<file path="config.mk">
export PLATFORM = sky130hd
export DESIGN_NAME = writeback_queue
export DESIGN_NICKNAME = d
export VERILOG_FILES = /design/src/rtl/writeback_queue_pkg.sv /design/src/rtl/writeback_queue_fifo.sv /design/src/rtl/writeback_queue.sv
export SDC_FILE = /design/constraint.sdc
export NUM_CORES = 1
export LEC_CHECK = 0
export CELL_PAD_IN_SITES_DETAIL_PLACEMENT = 1
export CELL_PAD_IN_SITES_GLOBAL_PLACEMENT = 2
export CORE_MARGIN = 2
export CORE_UTILIZATION = 35
export CTS_BUF_LIST = sky130_fd_sc_hd__clkbuf_4 sky130_fd_sc_hd__clkbuf_8 sky130_fd_sc_hd__clkbuf_16
export CTS_CLUSTER_SIZE = 12
export DETAILED_ROUTE_END_ITERATION = 16
export PLACE_DENSITY_LB_ADDON = 0.15
export SLEW_MARGIN = 40
export SYNTH_ARGS = -nofsm -noshare
export SYNTH_HDL_FRONTEND = slang
export SYNTH_HIERARCHICAL = 1
export SYNTH_SLANG_ARGS = --single-unit
</file>
<file path="constraint.sdc">
create_clock -name clk -period 3.7 [get_ports clk]
set_clock_uncertainty 0.05 [all_clocks]
set_input_delay 0.555 -clock clk [delete_from_list [all_inputs] [get_ports clk]]
set_output_delay 0.555 -clock clk [all_outputs]
set_load 0.1 [all_outputs]
</file>
<file path="src/rtl/writeback_queue_pkg.sv">
// Shared defaults and the queued writeback entry layout for the register-bank write front end.
package writeback_queue_pkg;

    localparam int DATA_WIDTH_DEF = 32;
    localparam int ADDR_WIDTH_DEF = 5;
    localparam int DEPTH_DEF      = 4;

    // Packed as {rd, data}; wb_fifo stores entries in this same bit order.
    typedef struct packed {
        logic [ADDR_WIDTH_DEF-1:0] rd;
        logic [DATA_WIDTH_DEF-1:0] data;
    } wb_entry_t;

endpackage

</file>
<file path="src/rtl/writeback_queue_fifo.sv">
// Circular buffer holding packed writeback entries; exposes every slot in age order for the hazard scan.
module wb_fifo #(
    parameter int DEPTH = 4,
    parameter int WIDTH = 37
) (
    input  logic                         clk,
    input  logic                         rst_n,
    input  logic                         push_i,
    input  logic [WIDTH-1:0]             push_data_i,
    input  logic                         pop_i,
    output logic [WIDTH-1:0]             head_data_o,
    output logic [$clog2(DEPTH):0]       count_o,
    output logic [DEPTH-1:0][WIDTH-1:0]  entries_o,
    output logic [DEPTH-1:0]             valid_o
);

    localparam int PW = $clog2(DEPTH);
    localparam int CW = PW + 1;

    logic [DEPTH-1:0][WIDTH-1:0] mem_q;
    logic [PW-1:0]               head_q, head_d;
    logic [PW-1:0]               tail_q, tail_d;
    logic [CW-1:0]               count_q, count_d;
    logic                        do_push, do_pop;

    always_comb begin
        do_pop  = pop_i && (count_q != '0);
        // A full queue refuses the push even when it pops the same edge.
        do_push = push_i && (count_q < CW'(DEPTH));
        head_d  = head_q + PW'(do_pop);
        tail_d  = tail_q + PW'(do_push);
        count_d = count_q + CW'(do_push) - CW'(do_pop);
    end

    always_ff @(posedge clk) begin
        if (!rst_n) begin
            head_q  <= '0;
            tail_q  <= '0;
            count_q <= '0;
            mem_q   <= '0;
        end else begin
            head_q  <= head_d;
            tail_q  <= tail_d;
            count_q <= count_d;
            if (do_push) begin
                mem_q[tail_q] <= push_data_i;
            end
        end
    end

    // Slot 0 is the oldest entry, slot count-1 the youngest.
    always_comb begin
        entries_o = '0;
        valid_o   = '0;
        for (int i = 0; i < DEPTH; i++) begin
            entries_o[i] = mem_q[head_q + PW'(i)];
            valid_o[i]   = CW'(i) < count_q;
        end
    end

    assign head_data_o = mem_q[head_q];
    assign count_o     = count_q;

endmodule

</file>
<file path="src/rtl/writeback_queue.sv">
// Load/ALU writeback arbiter feeding an in-order queue that drains into the register bank, with source hazard lookup.
module writeback_queue
    import writeback_queue_pkg::*;
#(
    parameter int DEPTH      = DEPTH_DEF,
    parameter int DATA_WIDTH = DATA_WIDTH_DEF,
    parameter int ADDR_WIDTH = ADDR_WIDTH_DEF
) (
    input  logic                      clk,
    input  logic                      rst_n,
    input  logic                      ld_valid_i,
    input  logic [ADDR_WIDTH-1:0]     ld_rd_i,
    input  logic [DATA_WIDTH-1:0]     ld_data_i,
    output logic                      ld_ready_o,
    input  logic                      alu_valid_i,
    input  logic [ADDR_WIDTH-1:0]     alu_rd_i,
    input  logic [DATA_WIDTH-1:0]     alu_data_i,
    output logic                      alu_ready_o,
    output logic                      wr_en_o,
    output logic [ADDR_WIDTH-1:0]     rd_addr_o,
    output logic [DATA_WIDTH-1:0]     data_o,
    input  logic [ADDR_WIDTH-1:0]     rs1_addr_i,
    input  logic [ADDR_WIDTH-1:0]     rs2_addr_i,
    output logic                      rs1_pending_o,
    output logic                      rs2_pending_o,
    output logic [DATA_WIDTH-1:0]     rs1_fwd_o,
    output logic [DATA_WIDTH-1:0]     rs2_fwd_o,
    output logic [$clog2(DEPTH):0]    count_o
);

    localparam int CW = $clog2(DEPTH) + 1;
    localparam int EW = ADDR_WIDTH + DATA_WIDTH;

    logic                       not_full;
    logic                       ld_fire, alu_fire;
    logic                       push;
    logic [EW-1:0]              push_entry;
    logic                       not_empty;
    logic [EW-1:0]              head_entry;
    logic [CW-1:0]              fifo_count;
    logic [DEPTH-1:0][EW-1:0]   entries;
    logic [DEPTH-1:0]           entry_valid;

    assign not_full    = fifo_count < CW'(DEPTH);
    assign ld_ready_o  = not_full;
    assign alu_ready_o = not_full && !ld_valid_i;
    assign ld_fire     = ld_valid_i && ld_ready_o;
    assign alu_fire    = alu_valid_i && alu_ready_o;

    // Writes to x0 complete the handshake but are dropped here.
    always_comb begin
        push       = 1'b0;
        push_entry = {alu_rd_i, alu_data_i};
        if (ld_fire) begin
            push       = ld_rd_i != '0;
            push_entry = {ld_rd_i, ld_data_i};
        end else if (alu_fire) begin
            push       = alu_rd_i != '0;
        end
    end

    wb_fifo #(
        .DEPTH (DEPTH),
        .WIDTH (EW)
    ) u_fifo (
        .clk         (clk),
        .rst_n       (rst_n),
        .push_i      (push),
        .push_data_i (push_entry),
        .pop_i       (not_empty),
        .head_data_o (head_entry),
        .count_o     (fifo_count),
        .entries_o   (entries),
        .valid_o     (entry_valid)
    );

    assign not_empty = fifo_count != '0;
    assign wr_en_o   = not_empty;
    assign rd_addr_o = not_empty ? head_entry[EW-1:DATA_WIDTH] : '0;
    assign data_o    = not_empty ? head_entry[DATA_WIDTH-1:0] : '0;
    assign count_o   = fifo_count;

    // Scanning oldest to youngest lets the youngest match overwrite earlier ones.
    always_comb begin
        rs1_pending_o = 1'b0;
        rs2_pending_o = 1'b0;
        rs1_fwd_o     = '0;
        rs2_fwd_o     = '0;
        for (int i = 0; i < DEPTH; i++) begin
            if (entry_valid[i] && (rs1_addr_i != '0) && (entries[i][EW-1:DATA_WIDTH] == rs1_addr_i)) begin
                rs1_pending_o = 1'b1;
                rs1_fwd_o     = entries[i][DATA_WIDTH-1:0];
            end
            if (entry_valid[i] && (rs2_addr_i != '0) && (entries[i][EW-1:DATA_WIDTH] == rs2_addr_i)) begin
                rs2_pending_o = 1'b1;
                rs2_fwd_o     = entries[i][DATA_WIDTH-1:0];
            end
        end
    end

endmodule
</file>
## Word level (Yosys, flattened, before mapping)

Cells that the tools add are included.

- Reduce and logical (&&, ||, !) cells: 27
- Order comparisons: 11
- $add $sub $neg: 7
- Mux-type cells: 32
- Equality and inequality tests: 8

Operators with widths:

| cell | number |
|---|---|
| $bmux W37 S2 | 4 |
| $mux W32 | 9 |
| $mux W37 | 6 |
| $bwmux W148 | 1 |
| $demux W37 S2 | 1 |
| $eq A5 B5 Y1 | 8 |
| $logic_and A1 B1 Y1 | 21 |
| $reduce_bool A5 Y1 | 4 |
| $lt A2 B3 Y1 const B | 5 |
| $mux W1 | 10 |
| $lt A1 B3 Y1 const A | 2 |
| $lt A2 B3 Y1 const A | 2 |
| $mux W5 | 1 |
| $add A2 B1 Y2 | 2 |
| $add A2 B2 Y2 const B | 2 |
| $add A3 B1 Y3 | 1 |
| $lt A3 B3 Y1 const B | 1 |
| $reduce_bool A3 Y1 | 1 |
| $sub A3 B1 Y3 | 1 |
| $add A2 B1 Y2 const B | 1 |
| $ge A2 B1 Y1 const B | 1 |
| $logic_not A1 Y1 | 1 |

- Bits of input ports: 88
- Register bits after elaboration: 155
- Logic and storage cells: 92
- Output and inout bits: 109

## Depth between registers and ports, before layout

- Word-level depth: 8
- Depth in mapped cells: 12
- Gate-level depth less buffers: 11

## By module

The synthesis kept the hierarchy.

By module, submodules not included:

| module | seq. area each (sq um) | instances | area each (sq um) | cells each |
|---|---|---|---|---|
| wb_fifo | 3103.0 | 1 | 9552.9 | 780 |
| writeback_queue | 0.0 | 1 | 3414.5 | 538 |

## Least setup slack after synthesis

Ideal clock, no wire load.

- Path type: flip-flop to output port
- From: reg u_fifo.count_q[2] (netlist: u_fifo/count_o[2])
- To: out rs2_fwd_o[10]
- Path slack: -1010 ps
- Buffers on the path: 1
- Data required time: 3095 ps
- Cell stages (with the launch flop): 9
- Data arrival time: 4105 ps
- Cell sequence: dfxtp_1 -> inv_1 -> ha_1 -> inv_1 -> nand4_1 -> nor4_4 -> clkbuf_1 -> mux2i_1 -> o22ai_1

- Elaborated cells between the ends (all ways): 16
- Those cells by class: order compare (4); mux (4); reduce/logical (8)

RTL lines:

| item | RTL line | text |
|---|---|---|
| start, declared | writeback_queue_fifo.sv:23 | `logic [CW-1:0] count_q, count_d;` |
| start signal, assigned | writeback_queue_fifo.sv:44 | `count_q <= count_d;` |
| $lt A1 B3 Y1 | writeback_queue_fifo.sv:57 | `valid_o[i] = CW'(i) < count_q;` |
| named net entry_valid[1] | writeback_queue.sv:42 | `logic [DEPTH-1:0] entry_valid;` |
| $logic_and A1 B1 Y1 (2 in series) | writeback_queue.sv:94 | `if (entry_valid[i] && (rs2_addr_i != '0) && (entries[i][EW-1:DATA_WIDTH] == rs2_addr_i)) begin` |
| $mux W32 (3 in series) | writeback_queue.sv:94 |  |
| end, declared | writeback_queue.sv:27 | `output logic [DATA_WIDTH-1:0] rs2_fwd_o,` |

The timed path passes the listed nets, and every way through them passes these cells.

==> run metrics <==
most numerous cell on the critical path buf_12; # nets final between 1,500 and 2,000; #FFs+latches synth between 150 and 200; floorplan row count 70; count of H-tree levels built during CTS 4; detailed-route via count about 11,000; clock latency at the later pin of the worst-skew pair about 0.43 ns; buffers added on ports 196; largest family of logic cells by synthesized area multiplexers; Reg2Reg Launch Point u_fifo/count_o[2]; Starting Density a little over a third; CP max stage cell mux4_2; Post-Syn Instances about 1,300; minimum clock period after layout roughly 3.8 ns; cell family with the largest share of critical-path delay buffers and inverters; total CTS buffers 17; Pleak 7.213 nW; number of global-route vias before repair 12,074; final number of hold-violating endpoints 0; outcome complete, but fails checks; maximum clock rate 0.2598 GHz; Mapped Nets approximately 1,400; Antenna Cells 0; final weighted congestion in routability-driven placement 0.8356; relative max-transition margin 62.78%; maximum buffer depth of the clock tree 2; die height between 150 and 200 um; worst path buffer plus inverter count 6; Critical Path Sink Type output port; total of endpoints with negative setup slack in the final report between 60 and 70; root buffer selected by CTS clkbuf_16; compound-cell area share of the yosys netlist between 8 and 9%; count of filler cells inserted in the layout about 3,800; pin count of the biggest net entering global routing 73; RSZ-0062 raised after global routing yes; aggregate global-route resource usage 24.55%; clock tree from TritonCTS built; summed area of non-filler cells in the final layout approximately 19,000 um^2; share of the cycle needed by the critical path after routing 104.0%; max-capacitance violation count 0; Routed WL per cell 24.47 um; mux share of post-synthesis cell area 42.97%; DRC viols 0; number of antenna violations at the first check in global routing 0; number of nets with antenna violations after detailed routing 0; I/O pin count 197; horizontal die dimension a little under 200 um; violated checks setup timing; global route overflow 0; Detailed Place HPWL ~31,000 um; post-synthesis share of cell area spent on full adders, half adders and majority gates less than 1%; Synth Area in XOR/XNOR under 10%; slew at the pin closest to its max-slew limit 0.5536 ns; initial detailed-routing violation count just under 600; data required time at the worst endpoint 3.09 ns; synthesis-to-finish area growth 45.13%; setup_tns -6.615 ns; Hold/Removal Path Class flop to flop; clk slew on worst S/H paths about 0.060 ns; average size of a mapped cell approximately 9.8 um^2; length in cells of the worst reg-to-reg path 11; number of pins exceeding their max-slew limit in the final report 0; most used cells in the layout excluding fill and tap cells nand2_1, dfxtp_1, mux2i_1; Hold Crit Depth 2; power per unit of standard cell area between 500 and 600 nW/um^2; most common library cell in the layout ignoring fill and taps nand2_1; first-pass GRT wire length between 70,000 and 80,000 um; sum of routed wire length over all layers approximately 48,000 um; Worst Hold Slack around 0.45 ns; count of warnings emitted by yosys 6; fin util between 50% and 60%; slack of the worst reg-to-reg path between 0.9 and 1 ns; Post-Place Cell Area approximately 17,000 um^2; Vias/cell 5.842; Hold Path Sink u_fifo/mem_q[133]; CTS sink count 155; maximum resistive drop on vdd a little over 0.3 mV; cell area after synthesis between 10,000 and 15,000 um^2; Crit path arrival time between 3 and 4 ns; slack of the critical path -0.1490 ns; Cell variety after synth 47; list of cells traversed by the critical path buf_12, buf_12, buf_8, mux4_2, xnor2_1, nand4_1, or3_4, o211ai_1, buf_6, buf_12, o22ai_4, buf_12; fraction of layout instances using a drive strength above 1 between 40% and 50%; core footprint ~37,000 um^2; maximum fanout along the worst path 6; Worst path max stage delay 0.53 ns; Die Footprint between 30,000 and 40,000 um^2; share of synthesized cell area in and, or, nand and nor gates 12.77%; Pre-antenna DRT Iters 5; sequential element share of the synthesized area 23.93%; Reg-to-Reg End u_fifo/count_o[2]; hold-fix buffer count after cts 0; Worst Hold Launch u_fifo/mem_q[133]; critical path start-end classification flop to output port; nature of the critical path startpoint flop
through the flow:
stage,power (mW),worst slack [ns],instances
after global placement,7.738,0.01850,1876
after detailed placement,7.845,0.02667,1877
after floorplan,6.669,-0.003062,1318
final,10.37,-0.1490,1952
after global routing,10.82,-0.2527,1952
after CTS,10.26,-0.1443,1943
what timing repair did:
action	in CTS	in global routing
setup buffers	30	9
pin swaps	42	18
endpoints found under the setup margin	66	66
cloned	5	1
resized for setup	175	33
flip-flops by register name (all words and copies together) (netlist names):
name	cells
u_fifo/count_o	3
u_fifo/head_q	2
u_fifo/mem_q	148
u_fifo/tail_q	2
cells in the mapped netlist (all sizes together):
| library cell | count | area (um^2) |
|---|---|---|
| a21oi | 34 | 170.2 |
| a311oi | 1 | 8.760 |
| and2 | 5 | 33.78 |
| buf | 112 | 752.0 |
| clkbuf | 58 | 219.0 |
| dfxtp | 155 | 3103 |
| fa | 1 | 20.02 |
| ha | 4 | 50.05 |
| inv | 40 | 150.1 |
| mux2 | 37 | 416.7 |
| mux2i | 182 | 1822 |
| mux4 | 148 | 3333 |
| nand2 | 223 | 837.1 |
| nand2b | 2 | 12.51 |
| nand3 | 33 | 165.2 |
| nand4 | 7 | 43.79 |
| nand4b | 1 | 8.760 |
| nand4bb | 2 | 22.52 |
| nor2 | 39 | 148.9 |
| nor2b | 40 | 250.2 |
| nor3 | 4 | 20.02 |
| nor4 | 6 | 52.55 |
| o211a | 1 | 17.52 |
| o211ai | 2 | 15.01 |
| o21ai | 64 | 320.3 |
| o22ai | 32 | 200.2 |
| o311a | 32 | 320.3 |
| o311ai | 1 | 8.760 |
| o31ai | 1 | 7.510 |
| or2 | 2 | 12.52 |
| or3 | 2 | 12.51 |
| or4 | 3 | 26.27 |
| or4b | 1 | 10.01 |
| xnor2 | 25 | 219.0 |
| xor2 | 18 | 157.7 |
power breakdown:
group	leakage, nW	switching (mW)	internal (mW)
combinational	5.64	3.70	2.45
sequential	1.26	0.357	1.97
clock	0.309	0.758	1.14
cells by family (layout without fill, tap and decap cells):
| family | Yosys count | after routing |
|---|---|---|
| AO/OA/AOI/OAI | 168 | 168 |
| AND/OR/NAND/NOR | 370 | 371 |
| XOR/XNOR | 43 | 43 |
| adder cells (fa/ha/maj) | 5 | 5 |
| buffers and inverters | 210 | 375 |
| multiplexers | 367 | 367 |
| flip-flops | 155 | 155 |
per-layer routing:
layer	vias to the layer above	share of wire, %	GRT usage (%)
met5	-	0	0
met3	58	3.6	3.439
met2	282	50	42.53
met1	5936	44	31.70
met4	0	2.5	7.828
li1	5128	-	-
area by class of cell:
type	instances	area [um^2]	area share [%]
Clock buffer	22	486.7	2.586
Clock inverter	10	138.9	0.7380
Inverter	40	150.1	0.7978
Multi-Input combinational cell	954	10570	56.16
Sequential cell	155	3113	16.54
Tap cell	468	585.6	3.111
Timing Repair Buffer	303	3776	20.07
tightest hold or removal path, delay by kind of cell, from the launching register on:
kind / cells / cell delay [ns]
flip-flops: 1 / 0.33
multiplexers: 1 / 0.05
AND/OR/NAND/NOR: 1 / 0.06
worst max path at each step:
stage	slack, ns	cells after the start	start	end
floorplan	-0.003	11	u_fifo/head_q[1]	rs1_fwd_o[10]
global placement	0.02	8	rs1_addr_i[0]	rs1_fwd_o[5]
detailed placement	0.03	9	rs1_addr_i[4]	rs1_fwd_o[1]
CTS	-0.14	10	u_fifo/head_q[0]	rs2_fwd_o[6]
global route	-0.25	12	u_fifo/head_q[0]	rs2_fwd_o[20]
finish	-0.15	12	u_fifo/head_q[0]	rs2_fwd_o[20]
Note: power is estimated with default switching activity, not from simulation.
